==> src/rtl/fila_entrada.sv <==
// fila_entrada: debounced push-button front end issuing single enqueue/dequeue pulses to the byte queue.
// Define FILA_ENTRADA_REJECT_EN to build the reject_out pulse for refused presses.
module fila_entrada #(
  parameter int DEBOUNCE_CYCLES = 200,
  parameter int DEPTH = 8,
  parameter int DATA_W = 8
) (
  input  logic              clock_10KHz,
  input  logic              reset,
  input  logic              btn_enq_in,
  input  logic              btn_deq_in,
  input  logic [DATA_W-1:0] switches_in,
  input  logic [7:0]        len_in,
  output logic              enqueue_out,
  output logic              dequeue_out,
  output logic [DATA_W-1:0] data_out,
  output logic              busy_out,
  output logic              reject_out
);
  localparam int CW = $clog2(DEBOUNCE_CYCLES);
  typedef enum logic [1:0] {IDLE, DEBOUNCE, FIRE, RELEASE} state_t;
  state_t            state_q;
  logic [CW-1:0]     cnt_q;
  logic              cmd_q, enq_q, deq_q, busy_q;
  logic [DATA_W-1:0] data_q;
  logic [DATA_W+1:0] s1_q, s2_q;
  logic              enq_s, deq_s, held, last, can_enq, can_deq;
  logic [DATA_W-1:0] sw_s;
  always_ff @(posedge clock_10KHz) begin
    if (reset) begin
      s1_q <= '0;
      s2_q <= '0;
    end else begin
      s1_q <= {btn_enq_in, btn_deq_in, switches_in};
      s2_q <= s1_q;
    end
  end
  assign enq_s   = s2_q[DATA_W+1];
  assign deq_s   = s2_q[DATA_W];
  assign sw_s    = s2_q[DATA_W-1:0];
  assign held    = cmd_q ? (enq_s & ~deq_s) : (deq_s & ~enq_s);
  assign last    = cnt_q == CW'(DEBOUNCE_CYCLES - 1);
  assign can_enq = 32'(len_in) < DEPTH;
  assign can_deq = len_in != 8'd0;
  // Command and data are decided on the edge that enters FIRE, so the pulse is registered.
  always_ff @(posedge clock_10KHz) begin
    if (reset) begin
      state_q <= IDLE;
      cnt_q   <= '0;
      cmd_q   <= 1'b0;
      enq_q   <= 1'b0;
      deq_q   <= 1'b0;
      data_q  <= '0;
      busy_q  <= 1'b0;
    end else begin
      enq_q <= 1'b0;
      deq_q <= 1'b0;
      case (state_q)
        IDLE: if (enq_s ^ deq_s) begin
          cmd_q   <= enq_s;
          cnt_q   <= '0;
          state_q <= DEBOUNCE;
          busy_q  <= 1'b1;
        end
        DEBOUNCE: if (!held) begin
          state_q <= IDLE;
          busy_q  <= 1'b0;
        end else if (last) begin
          state_q <= FIRE;
          enq_q   <= cmd_q & can_enq;
          deq_q   <= ~cmd_q & can_deq;
          if (cmd_q && can_enq) data_q <= sw_s;
        end else cnt_q <= cnt_q + CW'(1);
        FIRE: begin
          state_q <= RELEASE;
          cnt_q   <= '0;
        end
        RELEASE: if (enq_s || deq_s) cnt_q <= '0;
        else if (last) begin
          state_q <= IDLE;
          busy_q  <= 1'b0;
        end else cnt_q <= cnt_q + CW'(1);
        default: state_q <= IDLE;
      endcase
    end
  end
  assign enqueue_out = enq_q;
  assign dequeue_out = deq_q;
  assign data_out    = data_q;
  assign busy_out    = busy_q;
`ifdef FILA_ENTRADA_REJECT_EN
  logic rej_q;
  always_ff @(posedge clock_10KHz) begin
    if (reset) rej_q <= 1'b0;
    else rej_q <= state_q == DEBOUNCE && held && last && !(cmd_q ? can_enq : can_deq);
  end
  assign reject_out = rej_q;
`else
  assign reject_out = 1'b0;
`endif
endmodule

==> config.mk <==
export PLATFORM = sky130hd
export DESIGN_NAME = fila_entrada
export DESIGN_NICKNAME = d
export VERILOG_FILES = /design/src/rtl/fila_entrada.sv
export SDC_FILE = /design/constraint.sdc
export NUM_CORES = 1
export LEC_CHECK = 0
export BUFFER_PORTS_ARGS = -buffer_cell sky130_fd_sc_hd__buf_2
export CAP_MARGIN = 5
export CORE_ASPECT_RATIO = 1.5
export CORE_UTILIZATION = 45
export DETAILED_ROUTE_END_ITERATION = 8
export HOLD_SLACK_MARGIN = 0.03
export PLACE_DENSITY = 0.71
export SLEW_MARGIN = 20
export SYNTH_ARGS = -nofsm -noshare
export SYNTH_HDL_FRONTEND = slang
export SYNTH_SLANG_ARGS = --single-unit
==> constraint.sdc <==
create_clock -name clock_10KHz -period 2.05 [get_ports clock_10KHz]
set_clock_uncertainty 0.15 [all_clocks]
set_input_delay 0.205 -clock clock_10KHz [delete_from_list [all_inputs] [get_ports clock_10KHz]]
set_output_delay 0.205 -clock clock_10KHz [all_outputs]
set_load 0.01 [all_outputs]
==> results of run 1 <==
flip-flops by register name (all words and copies together) (netlist names), named ones only:
register,flops
busy_out,1
cmd_q,1
cnt_q,8
data_out,8
dequeue_out,1
enqueue_out,1
s1_q,10
s2_q,10
state_q,1
cell type report:
class                   count  area [µm²]
clock buffers               5        68.8
clock inverters             3        23.8
fillers                   307        1470
inverters                   5        18.8
multi-input cells         122         778
flip-flops and latches     42         841
well taps                  42        52.6
repair buffers             42         265
routing by layer:
metal	vias up	track usage, %
met3	10	5.36
met2	46	28.2
met5	-	0
met4	0	11.1
met1	621	19.5
li1	710	-
cells by family after synthesis:
| kind of cell | share of synthesized area (%) |
|---|---|
| other | 0.221 |
| flip-flops | 49.6 |
| buffers and inverters | 4.43 |
| XOR/XNOR | 0.517 |
| multiplexers | 0.591 |
| AND/OR/NAND/NOR | 26.7 |
| adder cells (fa/ha/maj) | 2.95 |
| AO/OA/AOI/OAI | 15.0 |
metrics by stage:
step / total power (µW) / cell area, µm² / setup slack (ns) / util [%] / std cells
after CTS: 1520 / 2050 / 0.120 / 58.3 / 261
after detailed placement: 968 / 1860 / 0.153 / 52.8 / 243
after floorplan: 935 / 1690 / 0.192 / - / 180
final: 1500 / 2050 / 0.123 / 58.3 / 261
after global placement: 965 / 1860 / 0.177 / 52.8 / 243
after global routing: 1570 / 2050 / 0.0583 / 58.3 / 261
worst paths after layout:
| kind | from | endpoint | slack [ns] | cells after the start |
|---|---|---|---|---|
| setup / recovery | cnt_q[0] | cnt_q[5] | 0.12 | 5 |
| hold / removal | reset | busy_out | 0.07 | 2 |
| setup reg to reg | cnt_q[0] | cnt_q[5] | 0.12 | 5 |
| hold reg to reg | s1_q[3] | s2_q[3] | 0.28 | 1 |
report_power, final:
part	internal, µW	leakage, µW	switching, µW	total, µW
Combinational	59.2	0.000393	57.8	117
Sequential	838	0.000343	10.3	848
Clock	243	0.0000408	294	538
cells in the mapped netlist, types with 3 or more instances:
cell type  instances
dfxtp_1           42
nor2b_1           22
nand3_1           14
a21oi_1           13
o21ai_0           12
clkbuf_1           6
nand2b_1           6
inv_1              5
nand2_1            5
ha_1               4
nor2_1             4
nor3_1             4
a21o_1             3
nor4_1             3
critical path: cells and delay by family (launching register included):
kind            cells  cell delay (ns)
flops               1             0.34
compound gates      1             0.19
fa+ha+maj           1             0.24
simple gates        3             0.91
what timing repair did:
action / in CTS / in global routing
endpoints found under the setup margin: 0 / 0
hold endpoints to repair: 10 / 0
hold buffers: 10 / 0
==> key figures, run 1 <==
Detailed routing
  – DR WL/cell: 12.2 µm
  – Uppermost routed layer: met4
  – Vias: 1,387
  – Metal1 wirelength: 1.33 mm
  – Drt drc: 0
  – Routed Antenna Nets: 0
  – Met3 WL: 177 µm
  – DRT iter0 DRCs: 37
  – Met2 wire length: 1.57 mm
  – Total Routed Length: 3.17 mm
  – Pre-antenna DRT Iters: 4
  – Via/cell ratio: 5.31

STA
  – RSZ-0062 raised after global routing: false
  – Post-layout min period: 1.93 ns
  – Final Max Tran Viols: 0
  – Setup TNS: 0 ns
  – Max Clk Rate: 0.519 GHz
  – Tcrit/Tclk final: 94.0%
  – WHS: 0.0739 ns
  – Setup-failing EPs final: 0
  – Fin. Hold Viols: 0

Clock network
  – Cts bufs inserted: 5
  – Longest Clk Path Bufs: 2
  – CTS tree: yes
  – H-tree levels: 2
  – Clk pin slew, worst setup/hold paths: 0.08 ns
  – Clock sinks: 42
  – Worst-skew pair later-pin latency: 0.30 ns
  – # Post-CTS Setup Buffers: 0
  – CTS Root Cell: clkbuf_8
  – Post-cts sizing count: 0

Yosys
  – Post-Synthesis Cells: 180
  – Ys Warns: 0
  – Post-synthesis net count: 204
  – Seq cells post-synth: 42
  – Number of synthesized flops with an enable pin: 0
  – Synth top area share: 49.6%
  – Syn Area/Cell: 9.41 µm²
  – Leading area contributor after synthesis: dfxtp_1
  – Ys flop type: dfxtp_1
  – Asr flop ratio synth: 0%
  – Synth top area cells: dfxtp_1 (50%), nor2b_1 (8.1%), nand3_1 (4.1%), a21oi_1 (3.8%), o21ai_0 (3.5%)
  – Netlist cell types: 44
  – Cell Area, Synth: 1690 µm²
  – Sequential area share after synthesis: 49.6%

Setup path
  – CP Data Required Time: 2.11 ns
  – CP peak stage delay: 0.46 ns
  – Max FO, Critical Path: 9
  – Crit path kind: flip-flop to flip-flop
  – Critical path's slowest cell: or4_4
  – Crit path cell chain: ha_1 -> and4b_4 -> and2_1 -> or4_4 -> o32ai_2
  – Crit path capture type: flip-flop
  – Critical Path Start Type: flip-flop
  – CP Data Arrival Time: 1.99 ns

Floorplan
  – I/O pin cnt: 32
  – Core ar.: 3510 µm²
  – Starting Density: 48.2%
  – Die H: 77.1 µm
  – # rows: 26
  – Die area: 4020 µm²
  – Die Span X: 52.1 µm

Status
  – Status: completed

Global routing
  – Total track usage: 17.6%
  – Antenna violations before repair: 0
  – Largest net degree at the start of global routing: 33
  – GR Overflow Total: 0
  – Vias in the first global route: 1,290
  – First-pass GRT wire length: 5.29 mm

Hold path
  – Hold WC Path Type: input port to flip-flop

Cells and area
  – Layout cells sized above 1: 21.9%
  – P&R area growth vs syn: 20.9%
  – Commonest non-fill, non-tap cells in the layout: dfxtp_1 (42), buf_2 (30), nor2b_1 (22), nand3_1 (14), a21oi_1 (13)
  – Final #Nets: 242
  – Antenna cell count: 0
  – Commonest non-fill, non-tap cell in the layout: dfxtp_1

Place
  – Port Buf Inserts: 30
  – Final HPWL DP: 2.23 mm
  – GPL Wtd Cong: 0.790

Flow run
  – Maxcap violations: 0

Pwr
  – Maximum VDD drop: 0.459 mV
  – Power Density: 734 nW/µm²
  – Static leakage: 0.000777 µW
Power figures use the tool's default switching activity.
==> run 2, diff against run 1 <==
--- a/config.mk
+++ b/config.mk
@@ -11,7 +11,7 @@
 export CORE_UTILIZATION = 45
 export DETAILED_ROUTE_END_ITERATION = 8
 export HOLD_SLACK_MARGIN = 0.03
-export PLACE_DENSITY = 0.71
+export PLACE_DENSITY = 0.74
 export SLEW_MARGIN = 20
 export SYNTH_ARGS = -nofsm -noshare
 export SYNTH_HDL_FRONTEND = slang
==> constraint.sdc (replaced) <==
create_clock -name clock_10KHz -period 1.7 [get_ports clock_10KHz]
set_clock_uncertainty 0.15 [all_clocks]
set_input_delay 0.17 -clock clock_10KHz [delete_from_list [all_inputs] [get_ports clock_10KHz]]
set_output_delay 0.17 -clock clock_10KHz [all_outputs]
set_load 0.01 [all_outputs]
==> run 2 against run 1 <==
The flow now finishes with violations (setup timing). Combinational power increased by 62%. Fmax is 9.6% higher. Worst setup slack worse by 0.18 ns. Hold slack improved by 0.031 ns. Die area did not move. Non-clock buffer count is 26 higher. Critical path type unchanged.
==> key figures, run 2 (same netlist as run 1, synthesis figures left out) <==
Cells and area
  – Commonest non-fill, non-tap cell in the layout: dfxtp_1
  – Layout cells sized above 1: 41.6% (+20 points)
  – Antenna cell count: 0 (unchanged)
  – Commonest non-fill, non-tap cells in the layout: dfxtp_1 (38), buf_2 (30), buf_4 (25), nor2b_1 (20), nand3_1 (13)
  – P&R area growth vs syn: 41.9%
  – Final #Nets: 268 (+11%)
  – Post-layout utilization of the core: 68.4% (+10 points)
  – Largest regs: s1_q: 10 flops, s2_q: 10 flops

Setup path
  – Max FO, Critical Path: 5 (-4)
  – CP Data Required Time: 1.76 ns (-0.35 ns)
  – CP Data Arrival Time: 1.82 ns (-0.17 ns)
  – Critical Path Start Type: flip-flop
  – Crit path kind: flip-flop to flip-flop
  – Crit path capture type: flip-flop

Global routing
  – Antenna violations before repair: 0 (unchanged)
  – Total track usage: 21.1% (+3.4 points)
  – First-pass GRT wire length: 6.31 mm (+19%)
  – Vias in the first global route: 1,445 (+12%)
  – GR Overflow Total: 0 (unchanged)
  – Largest net degree at the start of global routing: 30 (-9.1%)

STA
  – Final Max Tran Viols: 0 (unchanged)
  – Setup TNS: -0.135 ns (-0.135 ns)
  – Setup-failing EPs final: 4 (+4)
  – Final worst slack: -0.0580 ns (-0.181 ns)
  – Max Clk Rate: 0.569 GHz (+9.6%)
  – WHS: 0.105 ns (+0.0311 ns)
  – RSZ-0062 raised after global routing: true
  – Fin. Hold Viols: 0 (unchanged)
  – Post-layout min period: 1.76 ns (-0.169 ns)
  – Tcrit/Tclk final: 103% (+9.4 points)

Detailed routing
  – Routed Antenna Nets: 0 (unchanged)
  – DR WL/cell: 13.9 µm (+15%)
  – DRT iter0 DRCs: 19 (-49%)
  – Drt drc: 0 (unchanged)
  – Vias: 1,523 (+9.8%)
  – Via/cell ratio: 5.31 (-0.14%)
  – Pre-antenna DRT Iters: 4 (unchanged)
  – Total Routed Length: 4.00 mm (+26%)

Clock network
  – Worst-skew pair later-pin latency: 0.29 ns (about the same)
  – Clock sinks: 42 (unchanged)
  – H-tree levels: 2 (unchanged)
  – Longest Clk Path Bufs: 2 (unchanged)
  – Clk pin slew, worst setup/hold paths: 0.08 ns (about the same)
  – CTS tree: yes
  – CTS Root Cell: clkbuf_8
  – Cts bufs inserted: 5 (unchanged)

Pwr
  – Static leakage: 0.000952 µW (+23%)
  – Power Density: 764 nW/µm² (+4.1%)
  – Maximum VDD drop: 0.645 mV (+41%)
  – Final Power: 1840 µW (+22%)

Floorplan
  – # rows: 26 (unchanged)
  – I/O pin cnt: 32 (unchanged)
  – Starting Density: 48.2% (unchanged)
  – Core ar.: 3510 µm² (unchanged)
  – Die Span X: 52.1 µm (unchanged)
  – Die area: 4020 µm² (unchanged)
  – Die H: 77.1 µm (unchanged)

Status
  – Failing checks: setup timing
  – Status: finished, violations left

Flow run
  – Maxcap violations: 0 (unchanged)

Place
  – Port Buf Inserts: 30 (unchanged)
  – Final HPWL DP: 2.39 mm (+7.4%)
  – GPL Wtd Cong: 0.793 (+0.40%)

Hold path
  – Hold WC Path Type: input port to flip-flop
==> run 2: cell count changes in the layout (fill, tap and decap cells not counted), sizes merged <==
cell | before | now
buf | 32 | 58
clkinv | 0 | 2
clkinvlp | 2 | 0
clkbuf | 5 | 6
inv | 6 | 5
==> run 2: worst max-delay path, cell delays in order (launching register included) <==
cell      delay (ns)
dfxtp_4         0.37
inv_4           0.08
ha_4            0.14
mux2i_2         0.08
nor2b_4         0.15
buf_6           0.13
or4_1           0.49
o211ai_1        0.09
==> run 2: stage by stage <==
stage / setup slack, ns / cell area, µm² / std cells
after global placement: -0.0593 / 2020 / 262
after global routing: -0.116 / 2400 / 287
after CTS: -0.0787 / 2300 / 285
final: -0.0580 / 2400 / 287
after detailed placement: -0.120 / 2020 / 262
after floorplan: -0.0802 / 1710 / 180
==> run 2: worst paths after layout <==
check / from / slack, ns / depth (start not counted) / endpoint
max reg2reg: s2_q[9] / -0.06 / 7 / cnt_q[4]
min reg2reg: s1_q[3] / 0.28 / 1 / s2_q[3]
min: reset / 0.10 / 2 / busy_out
max: s2_q[9] / -0.06 / 7 / cnt_q[4]
==> run 2: cell type report <==
| cell class | count | area, µm² |
|---|---|---|
| Clock inverter | 2 | 13.8 |
| Clock buffer | 6 | 72.6 |
| Tap cell | 42 | 52.6 |
| Inverter | 5 | 23.8 |
| Timing Repair Buffer | 68 | 472 |
| Fill cell | 261 | 1110 |
| Multi-Input combinational cell | 122 | 918 |
| Sequential cell | 42 | 851 |
==> run 2: metal layers <==
metal / GRT usage [%] / wire [µm] / vias up
met3: 5.36 / 133 / 8
met4: 9.46 / 57 / 0
met2: 36.7 / 2200 / 44
met5: 0 / 0 / -
li1: - / - / 757
met1: 22.9 / 1610 / 714
==> run 2: what timing repair did <==
item,4_1_cts,5_1_grt
setup buffers,5,2
gates resized for setup,16,30
pin swaps,4,8
setup endpoints to repair,7,19
hold buffers,10,0
hold endpoints to repair,10,0
==> run 2: power breakdown <==
group / switching, µW / internal, µW / total [µW]
logic: 89.3 / 99.4 / 189
registers: 14.4 / 1010 / 1020
clock network: 334 / 290 / 624
total: 438 / 1400 / 1840
